$ cat config.mk
export PLATFORM = sky130hd
export DESIGN_NAME = vga_copper
export DESIGN_NICKNAME = d
export VERILOG_FILES = /design/src/rtl/vga_copper.sv
export SDC_FILE = /design/constraint.sdc
export NUM_CORES = 2
export LEC_CHECK = 0
export ABC_CLOCK_PERIOD_IN_PS = 3990
export BUFFER_PORTS_ARGS = -buffer_cell sky130_fd_sc_hd__buf_2
export CORE_AREA = 2 2 352 354
export CTS_CLUSTER_DIAMETER = 60
export CTS_CLUSTER_SIZE = 8
export DETAILED_ROUTE_END_ITERATION = 7
export DIE_AREA = 0 0 354 356
export SYNTH_ARGS = -nofsm -noshare
export SYNTH_HDL_FRONTEND = slang
export SYNTH_SLANG_ARGS = --single-unit
$ cat constraint.sdc
create_clock -name clk -period 3.99 [get_ports clk]
set_input_delay 0.1995 -clock clk [delete_from_list [all_inputs] [get_ports clk]]
set_output_delay 0.1995 -clock clk [all_outputs]
set_load 0.01 [all_outputs]
$ cat src/rtl/vga_copper.sv
// vga_copper: Wishbone write master that replays a programmed command list
// into the display core, one transaction in flight at a time.
//
// Ports:
//   clk, reset          sole clock; synchronous active-high reset
//   prog_we/addr/data   command RAM write port (ignored while busy)
//                       entry = {op[40], offset[39:32], data[31:0]}, op 1 = delay
//   start, stop         begin at entry 0 / abort to IDLE (stop wins)
//   loop_en, end_index  restart after end_index when loop_en is set
//   busy, done          not-idle flag / one-cycle normal-completion pulse
//   cmd_index           entry currently executing
//   wb_*                classic Wishbone write master
module vga_copper #(
   parameter int unsigned DEPTH     = 32,
   parameter logic [31:0] BASE_ADDR = 32'h0400_0000
) (
   input  logic        clk,
   input  logic        reset,
   input  logic        prog_we,
   input  logic [4:0]  prog_addr,
   input  logic [40:0] prog_data,
   input  logic        start,
   input  logic        stop,
   input  logic        loop_en,
   input  logic [4:0]  end_index,
   output logic        busy,
   output logic        done,
   output logic [4:0]  cmd_index,
   output logic [31:0] wb_addr_o,
   output logic [31:0] wb_data_o,
   output logic [3:0]  wb_sel_o,
   output logic        wb_we_o,
   output logic        wb_stb_o,
   output logic        wb_cyc_o,
   input  logic        wb_ack_i
);

   localparam int unsigned IDX_W   = 5;
   localparam int unsigned ENTRY_W = 41;
   localparam int unsigned CNT_W   = 16;

   typedef enum logic [1:0] {
      IDLE     = 2'd0,
      FETCH    = 2'd1,
      WAIT_ACK = 2'd2,
      DELAY    = 2'd3
   } state_t;

   logic [ENTRY_W-1:0] mem [DEPTH];
   logic [ENTRY_W-1:0] rd_data;

   state_t             state;
   state_t             state_nxt;
   logic [IDX_W-1:0]   idx_nxt;
   logic [CNT_W-1:0]   cnt;
   logic [CNT_W-1:0]   cnt_nxt;
   logic               done_nxt;
   logic               entry_end;
   logic               bus_nxt;

   // Command RAM; reading at the next index makes the entry valid during FETCH
   always_ff @(posedge clk) begin
      if (prog_we && !busy) begin
         mem[prog_addr] <= prog_data;
      end
      rd_data <= mem[idx_nxt];
   end

   // Next-state, next-index and delay-counter logic
   always_comb begin
      state_nxt = state;
      idx_nxt   = cmd_index;
      cnt_nxt   = cnt;
      done_nxt  = 1'b0;
      entry_end = 1'b0;

      case (state)
         IDLE: begin
            if (start) begin
               state_nxt = FETCH;
               idx_nxt   = '0;
            end
         end
         FETCH: begin
            if (rd_data[40]) begin
               state_nxt = DELAY;
               cnt_nxt   = rd_data[15:0];
            end else begin
               state_nxt = WAIT_ACK;
            end
         end
         WAIT_ACK: begin
            if (wb_ack_i) begin
               entry_end = 1'b1;
            end
         end
         DELAY: begin
            if (cnt == '0) begin
               entry_end = 1'b1;
            end else begin
               cnt_nxt = cnt - CNT_W'(1);
            end
         end
         default: state_nxt = IDLE;
      endcase

      // Entry finished: advance, wrap for looping, or finish
      if (entry_end) begin
         if (cmd_index != end_index) begin
            state_nxt = FETCH;
            idx_nxt   = cmd_index + IDX_W'(1);
         end else if (loop_en) begin
            state_nxt = FETCH;
            idx_nxt   = '0;
         end else begin
            state_nxt = IDLE;
            done_nxt  = 1'b1;
         end
      end

      // Abort overrides everything, including a same-cycle ack or start
      if (stop) begin
         state_nxt = IDLE;
         done_nxt  = 1'b0;
         cnt_nxt   = '0;
      end
   end

   assign bus_nxt = (state_nxt == WAIT_ACK);

   // State and registered outputs
   always_ff @(posedge clk) begin
      if (reset) begin
         state     <= IDLE;
         cmd_index <= '0;
         cnt       <= '0;
         busy      <= 1'b0;
         done      <= 1'b0;
         wb_cyc_o  <= 1'b0;
         wb_stb_o  <= 1'b0;
         wb_we_o   <= 1'b0;
         wb_sel_o  <= 4'h0;
         wb_addr_o <= '0;
         wb_data_o <= '0;
      end else begin
         state     <= state_nxt;
         cmd_index <= idx_nxt;
         cnt       <= cnt_nxt;
         busy      <= (state_nxt != IDLE);
         done      <= done_nxt;
         wb_cyc_o  <= bus_nxt;
         wb_stb_o  <= bus_nxt;
         wb_we_o   <= bus_nxt;
         wb_sel_o  <= bus_nxt ? 4'hF : 4'h0;
         // Address/data latched once on entry so they stay stable until ack
         if (state == FETCH && bus_nxt) begin
            wb_addr_o <= BASE_ADDR | {24'h0, rd_data[39:32]};
            wb_data_o <= rd_data[31:0];
         end
      end
   end

endmodule

# Yosys cells after proc, flatten, opt, wreduce, memory -nomap -nowiden
# Memories as Yosys holds them, arrays and structs flattened. A register that Yosys moved wholly into a read port is not among the register bits.
# Cells that the tools add are included.
[word_totals]
memories = 1
wordCells = 52
input_bits = 58
output_inout_bits = 78
register_bits = 71
ramBits = 1312
[op_classes]
n_mux = 22
n_eq_ne = 7
n_addsub = 2
bitwise_logic = 1
reduce_logical = 10
[mem_list]
columns = ["memory", "depth", "width", "read_ports", "rd_ports_with_merged_regs", "write_ports", "line", "text"]
rows = [
  ["mem", 32, 41, 1, 1, 1, "49", "logic [ENTRY_W-1:0] mem [DEPTH];"],
]
[op_table]
columns = ["cell", "count"]
rows = [
  ["$mux W16", 2],
  ["$pmux W16 S2", 1],
  ["$mux W5", 5],
  ["$logic_not A16 Y1", 1],
  ["$sub A16 B1 Y16 const B", 1],
  ["$mux W1", 8],
  ["$eq A2 B2 Y1 const B", 3],
  ["$mux W2", 3],
  ["$add A5 B1 Y5 const B", 1],
  ["$ne A5 B5 Y1", 1],
  ["$mux W4", 1],
  ["$ne A2 B2 Y1 const B", 2],
  ["$pmux W2 S2", 1],
  ["$reduce_bool A2 Y1", 2],
  ["$reduce_or A4 Y1", 1],
  ["$reduce_and A3 Y1", 1],
  ["$eq A2 B1 Y1 const B", 1],
  ["$logic_and A1 B1 Y1", 2],
  ["$logic_not A2 Y1", 1],
  ["$pmux W1 S2", 1],
  ["$reduce_or A2 Y1", 1],
  ["$logic_not A1 Y1", 1],
  ["$not A1 Y1", 1],
]

# Depth between registers and ports, before layout
[depth]
depth_word = 7
ltp_mapped = 14
mapped_depth_nobuf = 10

# Least setup slack after synthesis
# Ideal clock, no wire load.
[synth_timing]
path_kind = "register to register"
start = "reg busy"
end = "mem mem[12][0] (enable)"
path_buffers = 1
period_less_slack_ps = 3158
arrival_ps = 2718
slack_ps = 832
path_stages_with_launch = 5
cell_sequence = "dfxtp_1 > nand2b_1 > or3_1 > clkbuf_1 > nor2_1"
[synth_between]
elab_chain_cells = 4
[synth_rtl]
columns = ["item", "line", "text"]
rows = [
  ["from (decl)", "26", "output logic busy,"],
  ["from (signal assigned)", "149", "busy <= (state_nxt != IDLE);"],
  ["$logic_not A1 Y1", "63", "if (prog_we && !busy) begin"],
  ["$logic_and A1 B1 Y1", "63", ""],
  ["$mux W1", "63", ""],
  ["$mux W1 (not written as such)", "64", "mem[prog_addr] <= prog_data;"],
  ["to (decl)", "49", ""],
]
# Every way passes these cells.

# Worst setup path after layout
[layout_timing]
start = "reg cnt[4]"
end = "reg rd_data[35] (read register of mem)"
[layout_between]
elab_chain_cells = 4
[layout_rtl]
columns = ["item", "line", "text"]
rows = [
  ["from (decl)", "55", "logic [CNT_W-1:0] cnt;"],
  ["from (signal assigned)", "148", "cnt <= cnt_nxt;"],
  ["$logic_not A16 Y1", "98", "if (cnt == '0) begin"],
  ["$mux W1", "98", ""],
  ["$pmux W1 S2", "77", "case (state)"],
  ["$mux W5", "108", "if (entry_end) begin"],
  ["to (decl)", "50", "logic [ENTRY_W-1:0] rd_data;"],
]
# Every way passes these cells.
# A chain may end at the register's enable or synchronous reset.

==> impl_results.md <==
- GP Congestion: 0.777
- Cell area after synthesis: between 50000 and 60000 um2
- Htree depth: 4
- Post-synthesis xor/xnor area fraction: less than 1%
- Most common cell in the synthesized netlist: edfxtp_1
- Number of I/O pins: about 140
- Vias in the first global route: slightly above 30000
- Detailed Route WL: roughly 150 mm
- Setup crit end kind: flop
- Clock period minus worst slack: 3.68 ns
- Met2 Wirelength: between 60 and 70 mm
- Slew Limit Fails: 0
- Synth async-reset ratio: 0%
- RSZ-0062 raised after global routing: false
- Avg Vias per Cell: about 5.8
- Startpoint types: flop
- Ys flop type: edfxtp_1
- Initial Utilization: between 40% and 50%
- Metal3 WL: approximately 12 mm
- DR DRC count: 0
- Final worst slack: 0.305 ns
- Syn Inst Count: 3569
- Largest net degree at the start of global routing: ~110
- Min-Delay Path Class: in -> reg
- Post-CTS setup buffers: 0
- Power Density: just over 500 nW/um2
- Tot Pwr: about 33000 uW
- Setup Viol. Count Final: 0
- Worst-path clk slew: roughly 0.05 ns
- Met1 WL: between 60 and 70 mm
- Hold path cells: 4
- Routed Antenna Nets: 0
- P_leak: about 0.023 uW
- Drt wl/cell: approximately 26 um
- Top Layer Used: met4
- Post-synth top cells: edfxtp_1, nand2_1, a21oi_1
- Worst reg-to-reg path cell count: 11
- Total Routing Usage GR: approximately 23%
- Fillcell total: about 10000
- Hold Vio Cnt, Final: 0
- Total number of vias: about 32000
- Max stage delay on crit path: 0.67 ns
- Die Y: roughly 360 um
- Post-synth top area cell: edfxtp_1
- Critical path arrival: 4.38 ns
- Crit path depth: 11
- Share of cells above drive strength 1: 12.8%
- Design Area, Final: about 64000 um2
- Register area share after synthesis: about three quarters
- Clock latency at the later pin of the worst-skew pair: about 0.80 ns
- Max Root-Sink Buffers: 3
- CP max FO: 40
- Worst vdd ir: 0.434 mV
- Most frequent CP cell: buf_12
- Synth cell types: slightly above 50
- Worst-margin pin slew: 1.08 ns
- Total clock sinks: 1420
- Ys Warns: 0
- Setup TNS: 0 ns
- Mux share of post-synthesis cell area: between 6 and 7%
- # port buffers: between 100 and 150
- Core area: ~120000 um2
- Syn Area/Cell: 15.3 um2
- Placed Area: 57800 um2
- Seq cells post-synth: between 1000 and 1500
- DR pass1 iterations: 5
- Post-synthesis adder-cell area fraction: less than 1%
- Register area: 41600 um2
- Maxcap violations: 0
- Fin nets: just under 4000
- Synth Area in Compound Gates: about a tenth
- Worst path bufs/invs: 2
- Die width: between 300 and 400 um
- Multi-input gate area: 12100 um2
- Total die area: between 100000 and 150000 um2
- TritonCTS clock tree: yes
- P&R area growth vs syn: 17.2%
- Initial antenna violation count: 3
- Synth area leaders: edfxtp_1, mux2i_1, a22oi_1
- First-pass GRT wire length: approximately 210 mm
- Pre-CTS setup slack: 0.334 ns
- Status: complete, no violations
- Rel. slew slack: between 20% and 30%
- Area share of the largest cell type after synthesis: between 70% and 80%
- Critical path's top delay family: simple AND/OR/NAND/NOR gates
- Crit Path Class: reg -> reg
- Main combinational cell family by area after synthesis: compound AO/OA/AOI/OAI gates
- Slowest CP cell: or4_1
- Crit path cell chain: nor4_4 -> nand2_1 -> or4_1 -> a211o_1 -> and2_4 -> buf_12 -> buf_12 -> mux2i_1 -> a22oi_1 -> o22ai_1 -> nor4_1
- Row count: 129
- Synth Area in Simple Gates: between 4 and 5%
- Worst Path Required: ~4.7 ns
- Initial drt markers: 3791
- Grt total ovfl: 0
- CTS root buf: clkbuf_16
- Post-synth EDFFs: between 1000 and 1500
- CTS buffer count: 198
- Maximum clock frequency: between 200 and 300 MHz
- Dpl hpwl: between 70 and 80 mm
- Tcrit/Tclk final: 92.4%
- Clk_skew: slightly above 0.03 ns
routing by layer:
layer	up-vias	GRT usage, %
li1	14400	-
met1	16400	33.2
met2	1351	35.1
met3	226	4.77
met4	0	6.42
met5	-	0
cell families after synthesis:
family | Yosys count
XOR/XNOR | 7
multiplexers | 329
flip-flops | 1420
AND/OR/NAND/NOR | 602
other | 1
adder cells (fa/ha/maj) | 3
buffers and inverters | 282
AO/OA/AOI/OAI | 925
state kept, by name, summed over array words and instances (netlist names):
name / flops
cmd_index: 5
busy: 1
wb_data_o: 32
wb_addr_o: 9
cnt: 16
state: 2
done: 1
wb_sel_o: 1
rd_data: 41
mem: 1312
path summary, 6_finish.rpt:
path | startpoint | end | slack (ns)
setup / recovery | cnt[4] | rd_data[35] | 0.31
hold / removal | wb_ack_i | wb_sel_o[2] | 0.13
setup reg to reg | cnt[4] | rd_data[35] | 0.31
hold reg to reg | wb_data_o[17] | wb_data_o[17] | 0.45
final cells by class:
cell class | instances | area share [%]
Clock buffer | 334 | 8.58
Antenna cell | 2 | 0.00782
Sequential cell | 1420 | 64.9
Inverter | 9 | 0.0528
Clock inverter | 18 | 0.434
Tap cell | 1637 | 3.20
Multi-Input combinational cell | 1889 | 18.9
Timing Repair Buffer | 277 | 3.93
worst min-delay path: cells and delay by family:
family / cells / cell delay [ns]
buffers and inverters: 1 / 0.08
AND/OR/NAND/NOR: 3 / 0.58
cell usage in the layout, fill, tap and decap left out, types with 46 or more instances in the layout:
| cell | n |
|---|---|
| nand2_1 | 436 |
| clkbuf_1 | 133 |
| a21oi_1 | 384 |
| buf_12 | 48 |
| dfxtp_1 | 108 |
| a22oi_1 | 334 |
| dlygate4sd3_1 | 46 |
| buf_4 | 71 |
| o22ai_1 | 164 |
| clkbuf_16 | 198 |
| buf_2 | 112 |
| mux2i_1 | 328 |
| edfxtp_1 | 1312 |
| nor4_1 | 46 |
report_power, final:
group          switching [uW]  internal (uW)  leakage [uW]
clock                    6080           9350       0.00274
sequential               34.2          16400        0.0127
combinational             567            229       0.00708
per-stage QoR:
step                      std cells  utilization [%]  hold WS [ns]
after floorplan                3591                -         0.298
after global placement         5186             47.1         0.441
after detailed placement       5186             47.1         0.444
after CTS                      5584             52.2        0.0413
after global routing           5585             52.2         0.106
final                          5586             52.2         0.129
timing repair:
action	in CTS	in global routing
endpoints found under the hold margin	1343	0
resized for setup	0	0
hold buffers	46	0
Note: power is estimated with default switching activity, not from simulation.
